## src/rtl/seq_pkg.sv

```systemverilog
// Shared constants, config type and length check for the programmable sequence detector.
package seq_pkg;

  localparam int unsigned MAX_LEN = 8;
  localparam int unsigned LEN_W   = $clog2(MAX_LEN + 1);
  localparam int unsigned CNT_W   = 8;

  // Reset configuration reproduces the legacy overlapping 10101 detector.
  localparam logic [MAX_LEN-1:0] DEF_PAT = 8'b0001_0101;
  localparam int unsigned        DEF_LEN = 5;
  localparam bit                 DEF_OVL = 1'b1;

  typedef struct packed {
    logic [MAX_LEN-1:0] pat;
    logic [LEN_W-1:0]   len;
    logic               ovl;
  } cfg_t;

  function automatic logic len_ok(input int unsigned len, input int unsigned max_len);
    return (len >= 1) && (len <= max_len);
  endfunction

endpackage

```

## src/rtl/seq_match_cnt.sv

```systemverilog
// Saturating match counter with synchronous reset and clear; sat is registered with the count.
module seq_match_cnt #(
  parameter int unsigned CNT_W = seq_pkg::CNT_W
) (
  input  logic             clk,
  input  logic             clr,
  input  logic             cnt_clr,
  input  logic             inc,
  output logic [CNT_W-1:0] cnt,
  output logic             sat
);

  localparam logic [CNT_W-1:0] CNT_MAX = '1;

  logic [CNT_W-1:0] cnt_n;

  // Clear has priority over a same-cycle increment.
  always_comb begin
    cnt_n = cnt;
    if (cnt_clr) begin
      cnt_n = '0;
    end else if (inc && (cnt != CNT_MAX)) begin
      cnt_n = cnt + CNT_W'(1);
    end
  end

  always_ff @(posedge clk) begin
    if (clr) begin
      cnt <= '0;
      sat <= 1'b0;
    end else begin
      cnt <= cnt_n;
      sat <= (cnt_n == CNT_MAX);
    end
  end

endmodule

```

## src/rtl/seq_detect_prog.sv

```systemverilog
// Runtime-programmable serial bit-sequence detector with overlap control,
// one-cycle match pulse and saturating match counter.
module seq_detect_prog #(
  parameter int unsigned         MAX_LEN = seq_pkg::MAX_LEN,
  parameter int unsigned         LEN_W   = $clog2(MAX_LEN + 1),
  parameter int unsigned         CNT_W   = seq_pkg::CNT_W,
  parameter logic [MAX_LEN-1:0]  DEF_PAT = seq_pkg::DEF_PAT,
  parameter int unsigned         DEF_LEN = seq_pkg::DEF_LEN,
  parameter bit                  DEF_OVL = seq_pkg::DEF_OVL
) (
  input  logic               clk,
  input  logic               clr,
  input  logic               x,
  input  logic               x_valid,
  input  logic               cfg_load,
  input  logic [MAX_LEN-1:0] pat_in,
  input  logic [LEN_W-1:0]   len_in,
  input  logic               ovl_in,
  input  logic               cnt_clr,
  output logic               z,
  output logic               cfg_err,
  output logic [CNT_W-1:0]   match_cnt,
  output logic               cnt_sat
);

  // Only the newest MAX_LEN-1 bits need storing; the incoming bit completes the window.
  logic [MAX_LEN-2:0] hist;
  logic [MAX_LEN-1:0] hist_n;
  logic [MAX_LEN-1:0] mask;
  logic [MAX_LEN-1:0] pat;
  logic [LEN_W-1:0]   len;
  logic [LEN_W-1:0]   fill;
  logic [LEN_W-1:0]   fill_n;
  logic               ovl;

  logic cfg_ok_c;
  logic sample_c;
  logic hit_c;
  logic cnt_zero_c;

  always_comb begin
    cfg_ok_c = seq_pkg::len_ok(32'(len_in), MAX_LEN);
    sample_c = x_valid && !cfg_load;
    hist_n   = {hist, x};
    mask     = '0;
    for (int unsigned i = 0; i < MAX_LEN; i++) begin
      mask[i] = (i < 32'(len));
    end
    fill_n     = (fill >= len) ? len : fill + LEN_W'(1);
    hit_c      = sample_c && (fill_n == len) && ((hist_n & mask) == (pat & mask));
    cnt_zero_c = cnt_clr || (cfg_load && cfg_ok_c);
  end

  // A config load takes the cycle; any x sample alongside it is dropped.
  always_ff @(posedge clk) begin
    if (clr) begin
      pat     <= DEF_PAT;
      len     <= LEN_W'(DEF_LEN);
      ovl     <= DEF_OVL;
      hist    <= '0;
      fill    <= '0;
      z       <= 1'b0;
      cfg_err <= 1'b0;
    end else begin
      z       <= hit_c;
      cfg_err <= cfg_load && !cfg_ok_c;
      if (cfg_load) begin
        if (cfg_ok_c) begin
          pat  <= pat_in;
          len  <= len_in;
          ovl  <= ovl_in;
          hist <= '0;
          fill <= '0;
        end
      end else if (x_valid) begin
        hist <= hist_n[MAX_LEN-2:0];
        fill <= (hit_c && !ovl) ? '0 : fill_n;
      end
    end
  end

  seq_match_cnt #(
    .CNT_W (CNT_W)
  ) u_cnt (
    .clk     (clk),
    .clr     (clr),
    .cnt_clr (cnt_zero_c),
    .inc     (hit_c),
    .cnt     (match_cnt),
    .sat     (cnt_sat)
  );

endmodule

```

## config.mk

```make
export PLATFORM = sky130hd
export DESIGN_NAME = seq_detect_prog
export DESIGN_NICKNAME = d
export VERILOG_FILES = /design/src/rtl/seq_pkg.sv /design/src/rtl/seq_match_cnt.sv /design/src/rtl/seq_detect_prog.sv
export SDC_FILE = /design/constraint.sdc
export NUM_CORES = 1
export LEC_CHECK = 0
export ABC_AREA = 1
export CORE_ASPECT_RATIO = 1.4
export CORE_MARGIN = 5
export CORE_UTILIZATION = 39
export DETAILED_ROUTE_END_ITERATION = 8
export PLACE_DENSITY = 0.7
export RECOVER_POWER = 25
export SKIP_LAST_GASP = 1
export SLEW_MARGIN = 20
export SYNTH_ARGS = -nofsm -noshare
export SYNTH_HDL_FRONTEND = slang
export SYNTH_SLANG_ARGS = --single-unit
```

## constraint.sdc

```tcl
create_clock -name clk -period 2.2 [get_ports clk]
set_input_delay 0.66 -clock clk [delete_from_list [all_inputs] [get_ports clk]]
set_output_delay 0.66 -clock clk [all_outputs]
set_load 0.01 [all_outputs]
```

==> key figures <==
Power
  • Max rail drop VDD: 0.363 mV
  • Leak: 1.33 nW
  • Pwr dens: 575 mW/mm²

Die
  • Area of the die: 0.00668 mm²
  • Die W: about 70 µm
  • Starting Density: 40.7%
  • Core area: 0.00492 mm²
  • Top Ports: 30
  • Num rows: 30
  • Vert. Die Dim: 94.7 µm

Route
  • Routed wire per std cell: between 10 and 15 µm
  • Vias per cell: 4.88
  • Routed WL: between 5 and 6 mm
  • Routed Antenna Nets: 0
  • # DRC: 0
  • Vias: 2136
  • Iter 0 DRT Violations: 93
  • DR pass1 iterations: 4

Synth
  • Seq/Total Area, Yosys: 35.0%
  • Post-Synth Adder-Cell Area: under 10%
  • Yosys top cell area share: around a third
  • Flop and latch count out of synthesis: 35
  • Syn. warnings: 0
  • Largest family of logic cells by synthesized area: simple AND/OR/NAND/NOR gates
  • Avg Cell Area, Syn: 6.62 µm²
  • Post-synth top area cell: dfxtp_1
  • Mux contribution to synthesized area: 0%
  • Synthesized Nets: 327
  • Synth Area in Compound Gates: about 12%
  • Synth Area in Simple Gates: between 30% and 40%
  • Mapped Area: between 0.002 and 0.0025 mm²
  • Top_reg_cell synth: dfxtp_1
  • Post-synth EDFFs: 0
  • Post-synth ARST share: 0%
  • Synthesized instance count: 302
  • Yosys cell types: 29
  • Xor/xnor cell area share of the yosys netlist: 2.63%
  • Top cells by area, synth: dfxtp_1 (35%), nand2_1 (17%), inv_1 (7.5%), a21oi_1 (5.5%), nand4_1 (4.4%)

Setup path
  • Crit end category: register
  • Critical Path RT: 2.43 ns
  • Crit Path Max Fanout: 5
  • CP Class: register to register
  • Crit path cell chain: inv_1 > ha_1 > nand2_1 > nand2_2 > a21boi_4 > nand3_2 > nand3_2 > nor2_4 > buf_12 > buf_12 > nand3b_1 > nand2_1 > inv_2 > nand2_2 > a21oi_2
  • Critical path startpoint category: register
  • CP max-delay cell: dfxtp_1
  • Slowest stage delay, CP: 0.34 ns
  • Worst endpoint data arrival time: 2.34 ns

Placed design
  • Dpl hpwl: 3.98 mm
  • Port bufs: 29
  • Routability cong.: 0.983
  • Placed Area: ~0.0026 mm²

STA
  • Final TNS setup: 0 ns
  • Worst slew pin tran: 0.408 ns
  • Hold Violations, Final: 0
  • RSZ-0062 raised after global routing: true
  • Slew HR: approximately 73%
  • Final min period: approximately 2.1 ns
  • Post-Route Skew: 0.00774 ns
  • F_max: 476 MHz
  • Fin crit share: 95.6%
  • Pins Over Slew Limit: 0
  • Final setup vio count: 0

Run status
  • Status: finished clean

Hold path
  • HP Class: register to register

Clock network
  • Worst-path clk slew: 0.08 ns
  • TritonCTS clock tree: yes
  • Sink Count: 35
  • Worst-Skew Late Latency: 0.30 ns
  • H-tree Lvls: 2
  • Clk buf depth: 2
  • Post-CTS Hold Buffers: 0
  • CTS Root Cell: clkbuf_8
  • CTS Buf Count: 5

Global routing
  • Vias in the first global route: around 2100
  • Gr usage total: between 15 and 20%
  • Antenna violations before repair: 0
  • Largest net degree at the start of global routing: 16
  • Global-route wire length before repair: 9.48 mm
  • GRT Residual Overflow: 0

Flow run
  • MaxCap Viol Count: 0

Layout
  • Area Growth Syn to Fin: 45.6%
  • Final instance area: 0.00291 mm²
  • Share of layout cells above drive strength 1: 24.1%
  • Antenna fix cells: 0
  • Layout Nets: 398
stage by stage:
step / setup WS, ns / hold slack, ns / utilization (%) / power [mW] / cells
3_5_place_dp: -0.436 / 0.455 / 52.3 / 0.999 / 419
6_report: 0.0974 / 0.471 / 59.2 / 1.67 / 438
4_1_cts: 0.0434 / 0.476 / 57.6 / 1.66 / 436
2_1_floorplan: 0.0948 / 0.420 / - / 0.869 / 302
5_1_grt: -0.0527 / 0.496 / 59.2 / 1.76 / 438
3_3_place_gp: -0.434 / 0.447 / 52.3 / 0.994 / 419
layer usage:
| metal | GRT usage [%] | share of wire [%] |
|---|---|---|
| met2 | 31.8 | 51 |
| met5 | 0 | 0 |
| met3 | 2.98 | 3.3 |
| met1 | 20.3 | 43 |
| met4 | 7.21 | 2.5 |
path summary, 6_finish.rpt:
path         slack, ns      end   start  cells after the start
max                0.1  fill[3]  len[1]                     15
min               0.47   pat[5]  pat[5]                      2
max reg2reg        0.1  fill[3]  len[1]                     15
min reg2reg       0.47   pat[5]  pat[5]                      2
where the power goes:
part | leakage [nW] | switching, mW | internal [mW]
logic | 0.987 | 0.199 | 0.181
registers | 0.286 | 0.0172 | 0.659
clock network | 0.0587 | 0.274 | 0.344
cell families after synthesis:
| logic type | Yosys count |
|---|---|
| and+or+nand+nor | 161 |
| buffers and inverters | 53 |
| AOI/OAI and AO/OA | 41 |
| DFF | 35 |
| xor gates and xnor gates | 6 |
| adders and majority gates | 6 |
registers in the layout, indices dropped and copies added, names as in the netlist:
signal / count
pat: 8
fill: 4
ovl: 1
cfg_err: 1
hist: 7
u_cnt.sat: 1
len: 4
z: 1
u_cnt.cnt: 8
cell usage in the layout (no fill, tap or decap), drive strengths merged, types with 3 or more instances in the layout:
master	netlist	routed
ha	6	6
clkbuf	6	6
buf	2	41
dlygate4sd3	0	5
xor2	4	4
dfxtp	35	35
nand3	20	20
dlygate4sd2	0	3
inv	44	45
o211ai	5	5
nor2	29	29
o21ai	11	11
nand4	14	14
nand2	93	93
clkdlybuf4s50	0	21
a21oi	23	23
critical path, delay by kind of cell (launching register included):
kind	cells	cell delay, ns
simple gates	8	0.70
buf+inv	4	0.39
compound gates	2	0.35
flops	1	0.34
fa+ha+maj	1	0.28
Yosys cell counts, drive strengths merged, types with 2 or more instances:
library cell and instances:
nand4 14, xnor2 2, buf 2, dfxtp 35
nand3 20, nand3b 2, nor2 29, a21oi 23
nand2 93, o21ai 11, xor2 4, o211ai 5
ha 6, inv 44, clkbuf 6
timing repair:
item                       CTS  global route
setup endpoints to repair    7            13
pin swaps                    9            10
resized for setup           14            16
cloned                       1             0
buffers inserted             8             2
final cells by class:
cell class,instances,area (µm²)
Multi-Input combinational cell,214,1180
Inverter,45,169
Tap cell,64,80.1
Clock buffer,5,68.8
Timing Repair Buffer,72,661
Sequential cell,35,704
Clock inverter,3,47.5
Fill cell,450,2000
No activity file was read; power rests on OpenSTA's default activity.
